--- src/rtl/enemy_pkg.sv ---
// enemy_pkg: state encoding, formation geometry and index widths shared by the formation controller
package enemy_pkg;
  typedef enum logic [2:0] {IDLE, MARCH, DESCEND, CLEARED, LANDED} state_t;
  localparam int ROWS = 4;
  localparam int COLS = 8;
  localparam int COL_PITCH = 60;
  localparam int ROW_PITCH = 50;
  localparam int SPRITE_W = 50;
  localparam int SPRITE_H = 50;
  localparam int START_X = 40;
  localparam int START_Y = 40;
  localparam int STEP_X = 4;
  localparam int STEP_Y = 16;
  localparam int LEFT_BOUND = 0;
  localparam int RIGHT_BOUND = 639;
  localparam int BOTTOM_BOUND = 400;
  localparam int BASE_PERIOD = 32;
  localparam int MIN_PERIOD = 2;
  localparam int ROW_W = 3;
  localparam int COL_W = 4;
  localparam int IDX_W = $clog2(ROWS * COLS);
  localparam int POP_W = 6;
  localparam int PER_W = 7;
  localparam int COORD_W = 10;
  localparam int EDGE_W = 11;
endpackage

--- src/rtl/enemy_mask_extents.sv ---
// enemy_mask_extents: live-column/row extents and population count of the alive mask
module enemy_mask_extents
  import enemy_pkg::*;
(
  input  logic [ROWS*COLS-1:0] alive_mask,
  output logic [COL_W-1:0]     lcol,
  output logic [COL_W-1:0]     rcol,
  output logic [ROW_W-1:0]     brow,
  output logic [POP_W-1:0]     alive_count,
  output logic                 any_alive
);
  logic [COLS-1:0] col_any;
  logic [ROWS-1:0] row_any;
  always_comb begin
    col_any = '0;
    row_any = '0;
    alive_count = '0;
    for (int i = 0; i < ROWS * COLS; i++) begin
      col_any[i % COLS] = col_any[i % COLS] | alive_mask[i];
      row_any[i / COLS] = row_any[i / COLS] | alive_mask[i];
      alive_count = alive_count + POP_W'(alive_mask[i]);
    end
    lcol = '0;
    rcol = '0;
    brow = '0;
    for (int c = COLS - 1; c >= 0; c--) if (col_any[c]) lcol = COL_W'(c);
    for (int c = 0; c < COLS; c++) if (col_any[c]) rcol = COL_W'(c);
    for (int r = 0; r < ROWS; r++) if (row_any[r]) brow = ROW_W'(r);
  end
  assign any_alive = |alive_mask;
endmodule

--- src/rtl/enemy_formation_ctrl.sv ---
// enemy_formation_ctrl: marches the alien formation, handles kills, descends and end-of-wave flags
module enemy_formation_ctrl
  import enemy_pkg::*;
(
  input  logic                 Clk,
  input  logic                 Reset_n,
  input  logic                 start,
  input  logic                 frame_tick,
  input  logic                 kill_valid,
  input  logic [2:0]           kill_row,
  input  logic [3:0]           kill_col,
  output logic [9:0]           formation_x,
  output logic [9:0]           formation_y,
  output logic                 enemy_direction_X,
  output logic                 enemy_direction_Y,
  output logic                 step_pulse,
  output logic [ROWS*COLS-1:0] alive_mask,
  output logic [5:0]           alive_count,
  output logic                 all_dead,
  output logic                 landed
);
  state_t state, state_d;
  logic [COORD_W-1:0] fx_d, fy_d;
  logic dir_d, step_d, kill_hit, hit_wall, any_alive;
  logic [ROWS*COLS-1:0] mask_d;
  logic [PER_W-1:0] cnt, cnt_d, period;
  logic [COL_W-1:0] lcol, rcol;
  logic [ROW_W-1:0] brow;
  logic [IDX_W-1:0] kill_idx;
  logic [EDGE_W-1:0] left_edge, right_edge, bottom_next;
  enemy_mask_extents u_ext (
    .alive_mask(alive_mask),
    .lcol(lcol),
    .rcol(rcol),
    .brow(brow),
    .alive_count(alive_count),
    .any_alive(any_alive)
  );
  assign kill_idx = IDX_W'(int'(kill_row) * COLS + int'(kill_col));
  assign kill_hit = kill_valid && (state == MARCH || state == DESCEND) && int'(kill_row) < ROWS
                    && int'(kill_col) < COLS && alive_mask[kill_idx];
  // Fewer survivors march faster, floored at the minimum cadence
  assign period = (PER_W'(alive_count) + PER_W'(BASE_PERIOD) < PER_W'(ROWS * COLS + MIN_PERIOD))
                  ? PER_W'(MIN_PERIOD) : PER_W'(alive_count) + PER_W'(BASE_PERIOD) - PER_W'(ROWS * COLS);
  assign left_edge = EDGE_W'(formation_x) + EDGE_W'(lcol) * EDGE_W'(COL_PITCH);
  assign right_edge = EDGE_W'(formation_x) + EDGE_W'(rcol) * EDGE_W'(COL_PITCH) + EDGE_W'(SPRITE_W - 1);
  assign bottom_next = EDGE_W'(formation_y) + EDGE_W'(STEP_Y) + EDGE_W'(brow) * EDGE_W'(ROW_PITCH)
                       + EDGE_W'(SPRITE_H - 1);
  assign hit_wall = enemy_direction_X ? right_edge + EDGE_W'(STEP_X) > EDGE_W'(RIGHT_BOUND)
                                      : left_edge < EDGE_W'(LEFT_BOUND + STEP_X);
  assign enemy_direction_Y = state == DESCEND;
  assign all_dead = state == CLEARED;
  assign landed = state == LANDED;
  always_comb begin
    state_d = state;
    fx_d = formation_x;
    fy_d = formation_y;
    dir_d = enemy_direction_X;
    mask_d = alive_mask;
    cnt_d = cnt;
    step_d = 1'b0;
    if (kill_hit) mask_d[kill_idx] = 1'b0;
    if (start) begin
      state_d = MARCH;
      fx_d = COORD_W'(START_X);
      fy_d = COORD_W'(START_Y);
      dir_d = 1'b1;
      mask_d = '1;
      cnt_d = '0;
    end else if (kill_hit && alive_count == POP_W'(1))
      state_d = CLEARED;
    else if (state == DESCEND) begin
      fy_d = formation_y + COORD_W'(STEP_Y);
      dir_d = ~enemy_direction_X;
      state_d = bottom_next >= EDGE_W'(BOTTOM_BOUND) ? LANDED : MARCH;
    end else if (state == MARCH && frame_tick && any_alive) begin
      if (cnt + PER_W'(1) < period) cnt_d = cnt + PER_W'(1);
      else begin
        cnt_d = '0;
        state_d = hit_wall ? DESCEND : MARCH;
        fx_d = hit_wall ? formation_x
             : enemy_direction_X ? formation_x + COORD_W'(STEP_X) : formation_x - COORD_W'(STEP_X);
        step_d = ~hit_wall;
      end
    end
  end
  always_ff @(posedge Clk or negedge Reset_n)
    if (!Reset_n) begin
      state <= IDLE;
      formation_x <= COORD_W'(START_X);
      formation_y <= COORD_W'(START_Y);
      enemy_direction_X <= 1'b1;
      alive_mask <= '0;
      cnt <= '0;
      step_pulse <= 1'b0;
    end else begin
      state <= state_d;
      formation_x <= fx_d;
      formation_y <= fy_d;
      enemy_direction_X <= dir_d;
      alive_mask <= mask_d;
      cnt <= cnt_d;
      step_pulse <= step_d;
    end
endmodule

--- config.mk ---
export PLATFORM = sky130hd
export DESIGN_NAME = enemy_formation_ctrl
export DESIGN_NICKNAME = d
export VERILOG_FILES = /design/src/rtl/enemy_pkg.sv /design/src/rtl/enemy_mask_extents.sv /design/src/rtl/enemy_formation_ctrl.sv
export SDC_FILE = /design/constraint.sdc
export NUM_CORES = 1
export LEC_CHECK = 0
export BUFFER_PORTS_ARGS = -buffer_cell sky130_fd_sc_hd__buf_2
export CAP_MARGIN = 5
export CORE_ASPECT_RATIO = 1.5
export CORE_MARGIN = 4
export CORE_UTILIZATION = 60
export DETAILED_ROUTE_END_ITERATION = 10
export GPL_TIMING_DRIVEN = 0
export PLACE_DENSITY_LB_ADDON = 0.25
export SLEW_MARGIN = 20
export SYNTH_ARGS = -nofsm -noshare
export SYNTH_HDL_FRONTEND = slang
export SYNTH_SLANG_ARGS = --single-unit
--- constraint.sdc ---
create_clock -name Clk -period 13.3 [get_ports Clk]
set_input_delay 2.66 -clock Clk [delete_from_list [all_inputs] [get_ports Clk]]
set_output_delay 2.66 -clock Clk [all_outputs]
set_load 0.1 [all_outputs]
==> Word level (Yosys, flattened, before mapping) <==
Cells that the tools add are included.
W data, S select, Z words.
{ "word_totals": {"register_bits": 64, "latch_bits": 0, "ram_bits": 0, "rom_bits": 0, "inputBits": 12, "output_inout_bits": 63, "mem_count": 0} }
{ "op_classes": {"add_sub_neg": 45, "mul": 3, "div": 0, "order_cmp": 9, "n_eq_ne": 10, "n_shift": 0, "muxes": 56, "bitwise": 49, "reduce_logical": 18} }
{ "op_table": {"columns": ["operator", "n"], "rows": [
  ["$add A6 B1 Y6", 30],
  ["$mux W10", 10],
  ["$mux W32", 2],
  ["$mux W4", 13],
  ["$or A1 B1 Y1", 45],
  ["$mux W7", 6],
  ["$and A32 B32 Y32", 1],
  ["$not A32 Y32", 1],
  ["$reduce_or A32 Y1", 1],
  ["$add A10 B10 Y11", 2],
  ["$add A11 B6 Y11 const B", 2],
  ["$mux W3", 7],
  ["$mul A4 B4 Y8 const B", 2],
  ["$mux W1", 13],
  ["$add A10 B5 Y11 const B", 1],
  ["$add A11 B3 Y11 const B", 1],
  ["$add A11 B9 Y11", 1],
  ["$ge A11 B9 Y1 const B", 1],
  ["$gt A11 B10 Y1 const B", 1],
  ["$lt A11 B3 Y1 const B", 1],
  ["$add A10 B3 Y10 const B", 1],
  ["$add A10 B5 Y10 const B", 1],
  ["$sub A10 B3 Y10 const B", 1],
  ["$logic_and A1 B1 Y1", 8],
  ["28 further kinds", 38]
]} }

==> Longest topological paths before layout <==
{ "depth": {"word_depth": 40, "mapped_depth": 28, "mapped_depth_nobuf": 28} }

==> Hierarchy <==
A second synthesis with hierarchy kept.
{ "unflattened": {"hier_cells": 665, "hier_area_um2": 6043.3} }
{ "modules_own_cells": {"columns": ["mod", "n_inst", "cells_per_inst", "area_each_um2", "seq_area_each_um2"], "rows": [
  ["enemy_formation_ctrl", 1, 528, 4937.2, 1482.7],
  ["enemy_mask_extents", 1, 137, 1106.1, 0.0]
]} }

==> Worst setup path after synthesis <==
Ideal clock, no wire load.
{ "synth_timing": {"path_type": "reg-to-output", "startpoint": "reg alive_mask[0]", "endpoint": "out alive_count[4]", "t_arrival_ns": 6.723, "slack_ns": 3.917, "path_stages_with_launch": 17, "n_path_buf": 0, "path_cell_list": "dfrtp_1 > inv_1 > ha_1 > inv_1 > fa_1 > fa_1 > fa_1 > fa_1 > fa_1 > fa_1 > fa_1 > inv_1 > fa_1 > nand2_1 > nand2b_1 > a21oi_1 > xnor2_1"} }
{ "synth_between": {"elab_chain_cells": 31} }
{ "synth_lines": {"columns": ["item", "line", "text"], "rows": [
  ["start, declared", "enemy_formation_ctrl.sv:17", "output logic [ROWS*COLS-1:0] alive_mask,"],
  ["start signal, assigned", "enemy_formation_ctrl.sv:101", "alive_mask <= mask_d;"],
  ["$add A1 B1 Y2", "enemy_mask_extents.sv:21", "alive_count = alive_count + POP_W'(alive_mask[i]);"],
  ["$add A6 B1 Y6 (30 in series)", "enemy_mask_extents.sv:21", null],
  ["end, declared", "enemy_formation_ctrl.sv:18", "output logic [5:0] alive_count,"]
]} }
Every way passes these cells.

==> Worst setup path after layout <==
{ "layout_timing": {"startpoint": "reg alive_mask[0]", "endpoint": "out alive_count[3]"} }
The elaborated chain is that of the path after synthesis.

==> metrics <==
sequential fraction of the synthesis area 0.2436; CTS Hold Buffers Added 0; Starting Density 0.6212; Setup Viol. Count Final 0; synthesized area per cell 9.005 um2; WL met1 5.906 mm; gp weighted congestion 0.9728; total core area 0.009799 mm2; DR vias 5381; P per Cell Area 106.0 mW/mm2; Post-DP HPWL 12.91 mm; cell count after synthesis 676; post-synthesis register bit count 59; Post-CTS Setup Bufs 0; io pins 75; Post-DP Area 0.006596 mm2; Hold Path Depth 1; DRC violations left 0; FF-to-FF End state[1]$_DFFE_PN0P_; final hold vios 0; post-DR vias/cell 6.108; crit path cell chain inv_1, ha_1, inv_1, fa_1, fa_1, inv_1, fa_1, fa_1, fa_1, inv_1, fa_1, inv_1, ha_1, nor2b_1, o21ai_0, nand2b_1, and2_1, or2_2, inv_1, buf_2; clock-pin slew on the worst setup and hold paths 0.06 ns; Max-Slew Margin vs Limit 0.3682; ys async rst share 1.000; die height 131.4 um; crit path max fanout 6; RSZ-0062 raised after global routing false; Slew Viols, Final 0; drt pass-1 iters 7; mapped cell area 0.006087 mm2; Fmax 0.1154 GHz; CP peak stage delay 0.55 ns; WHS Endpoint cnt[6]$_DFFE_PN0P_; Post-Route Skew 0.007640 ns; H-tree depth 3; layout net count 880; final worst-path cycle share 0.6517; first-pass GRT wire length 27.38 mm; vias in the first global route 5496; final instance area 0.006968 mm2; Clock Sinks 59; Worst EP arrival 6.01 ns; Routed wire per std cell 18.64 um; min cycle time layout 8.668 ns; antenna violations before repair 0; CTS Buffer Depth 2; status finished, final reports clean; Post-synth top flop dfrtp_1; final antenna-violating net count 0; reg-to-reg startpoint alive_mask[0]$_DFFE_PN0P_; yosys warns 0; r2r setup slk 5.92 ns; die width 90.24 um; TritonCTS clock tree built; area growth from synthesis to layout 14.47%; worst hold start cnt[6]$_DFFE_PN0P_; wire length on met2 8.407 mm; Leakage Power 3.335 nW; max-cap violations 0; total routed wirelength 16.43 mm; post-synth cell types 63; max layer used met4; startpoint types flip-flop; hold crit path type flip-flop to flip-flop; post_cts resized 0; Slew @ Worst Pin 0.9404 ns; CTS buffer count 9; CP Capture Type output pin; WS Path Type flip-flop to output pin; setup_tns 0 ns; slowest cell on the critical path fa_1; worst reg2reg path depth 26; die area 0.01185 mm2; Post-synth EDFFs 0; Skew-Pair Late Insertion Delay 0.33 ns; pin count of the biggest net entering global routing 60; clk root buf clkbuf_16; GR Overflow Total 0; Ant. Diodes 0; Rows 44; Iter 0 DRT Violations 396; met3 routed WL 1.063 mm; layout cells sized above 1 0.1697; Max IR drop VDD 0.1603 mV; Critical Path RT 10.64 ns; port bufs 68; gr usage total 0.2871
-- routing by layer --
metal  up-vias  GRT usage
met3        69    0.04863
li1       2496          -
met1      2579     0.3265
met2       237     0.4973
met4         0     0.1797
met5         -          0
-- state kept, by name (all words and copies together) (netlist names) --
name               flops
state                  3
enemy_direction_X      1
cnt                    7
formation_y            7
step_pulse             1
formation_x            8
alive_mask            32
-- synth_stat cells, drive strengths merged, types with 15 or more instances --
cell type | instances | area share
a21oi | 33 | 0.027
ha | 75 | 0.15
nand3 | 15 | 0.012
inv | 97 | 0.060
dfrtp | 54 | 0.22
nor2 | 41 | 0.025
o21ai | 16 | 0.014
xnor2 | 18 | 0.026
a21o | 43 | 0.053
fa | 32 | 0.11
nor3 | 16 | 0.016
nand2 | 70 | 0.043
-- worst max-delay path, delay by kind of cell (launching register included) --
kind                     cells  cell delay (ns)
adder cells (fa/ha/maj)      8             3.48
buffers and inverters        7             0.83
AND/OR/NAND/NOR              4             0.75
flip-flops                   1             0.47
AO/OA/AOI/OAI                1             0.14
-- cell usage in the layout, fill, tap and decap left out, types with 8 or more instances in the layout --
cell,Yosys,routed
nand3_1,15,15
nor4_1,14,14
ha_1,75,75
xnor2_1,18,18
buf_2,0,67
clkbuf_16,0,9
a21oi_1,33,33
xor2_1,8,8
nor2_1,41,41
dfrtp_1,54,54
a21o_1,43,43
o21ai_0,14,14
nand2_1,70,70
nand2b_1,10,10
mux4_2,8,8
fa_1,32,32
inv_1,97,97
nor3_1,12,12
-- final cells by class --
| type | count | area [um2] |
|---|---|---|
| Timing Repair Buffer | 68 | 342.8 |
| Inverter | 97 | 364.1 |
| Fill cell | 789 | 2831 |
| Clock inverter | 7 | 146.4 |
| Multi-Input combinational cell | 510 | 4158 |
| Sequential cell | 59 | 1483 |
| Tap cell | 115 | 143.9 |
| Clock buffer | 9 | 225.2 |
| Buffer | 16 | 105.1 |
-- stage by stage --
step	std cells	total power, W	util	hold WS (ns)	setup WS (ns)
floorplan	682	0.0003960	-	0.4739	3.917
global placement	865	0.0004369	0.6729	0.4943	5.122
detailed placement	865	0.0004438	0.6731	0.5073	4.994
CTS	881	0.0007386	0.7111	0.5225	4.619
global route	881	0.0007676	0.7111	0.5729	4.391
finish	881	0.0007384	0.7111	0.5222	4.632
-- cells by family (layout without fill, tap and decap cells) --
logic type,Yosys count,in the layout,synth area share
simple gates,213,213,0.1772
compound gates,143,143,0.1644
buf+inv,113,197,0.07708
fa+ha+maj,107,107,0.2594
flops,59,59,0.2436
xor+xnor,26,26,0.03741
mux,14,14,0.04029
other cells,1,7,0.0006161
-- worst max path at each step --
stage	from	to	slack, ns	cells past startpoint
2_1_floorplan	alive_mask[0]$_DFFE_PN0P_	alive_count[4]	3.92	16
3_3_place_gp	alive_mask[0]$_DFFE_PN0P_	alive_count[3]	5.12	20
3_5_place_dp	alive_mask[0]$_DFFE_PN0P_	alive_count[3]	4.99	20
4_1_cts	alive_mask[0]$_DFFE_PN0P_	alive_count[3]	4.62	20
5_1_grt	alive_mask[1]$_DFFE_PN0P_	alive_count[3]	4.39	20
6_report	alive_mask[0]$_DFFE_PN0P_	alive_count[3]	4.63	20
-- report_power, final --
group | total, W | internal, W | switching, W
clock network | 0.000294 | 0.000204 | 0.0000908
registers | 0.000202 | 0.000188 | 0.0000138
logic | 0.000242 | 0.0000645 | 0.000178
Power figures use the tool's default switching activity.
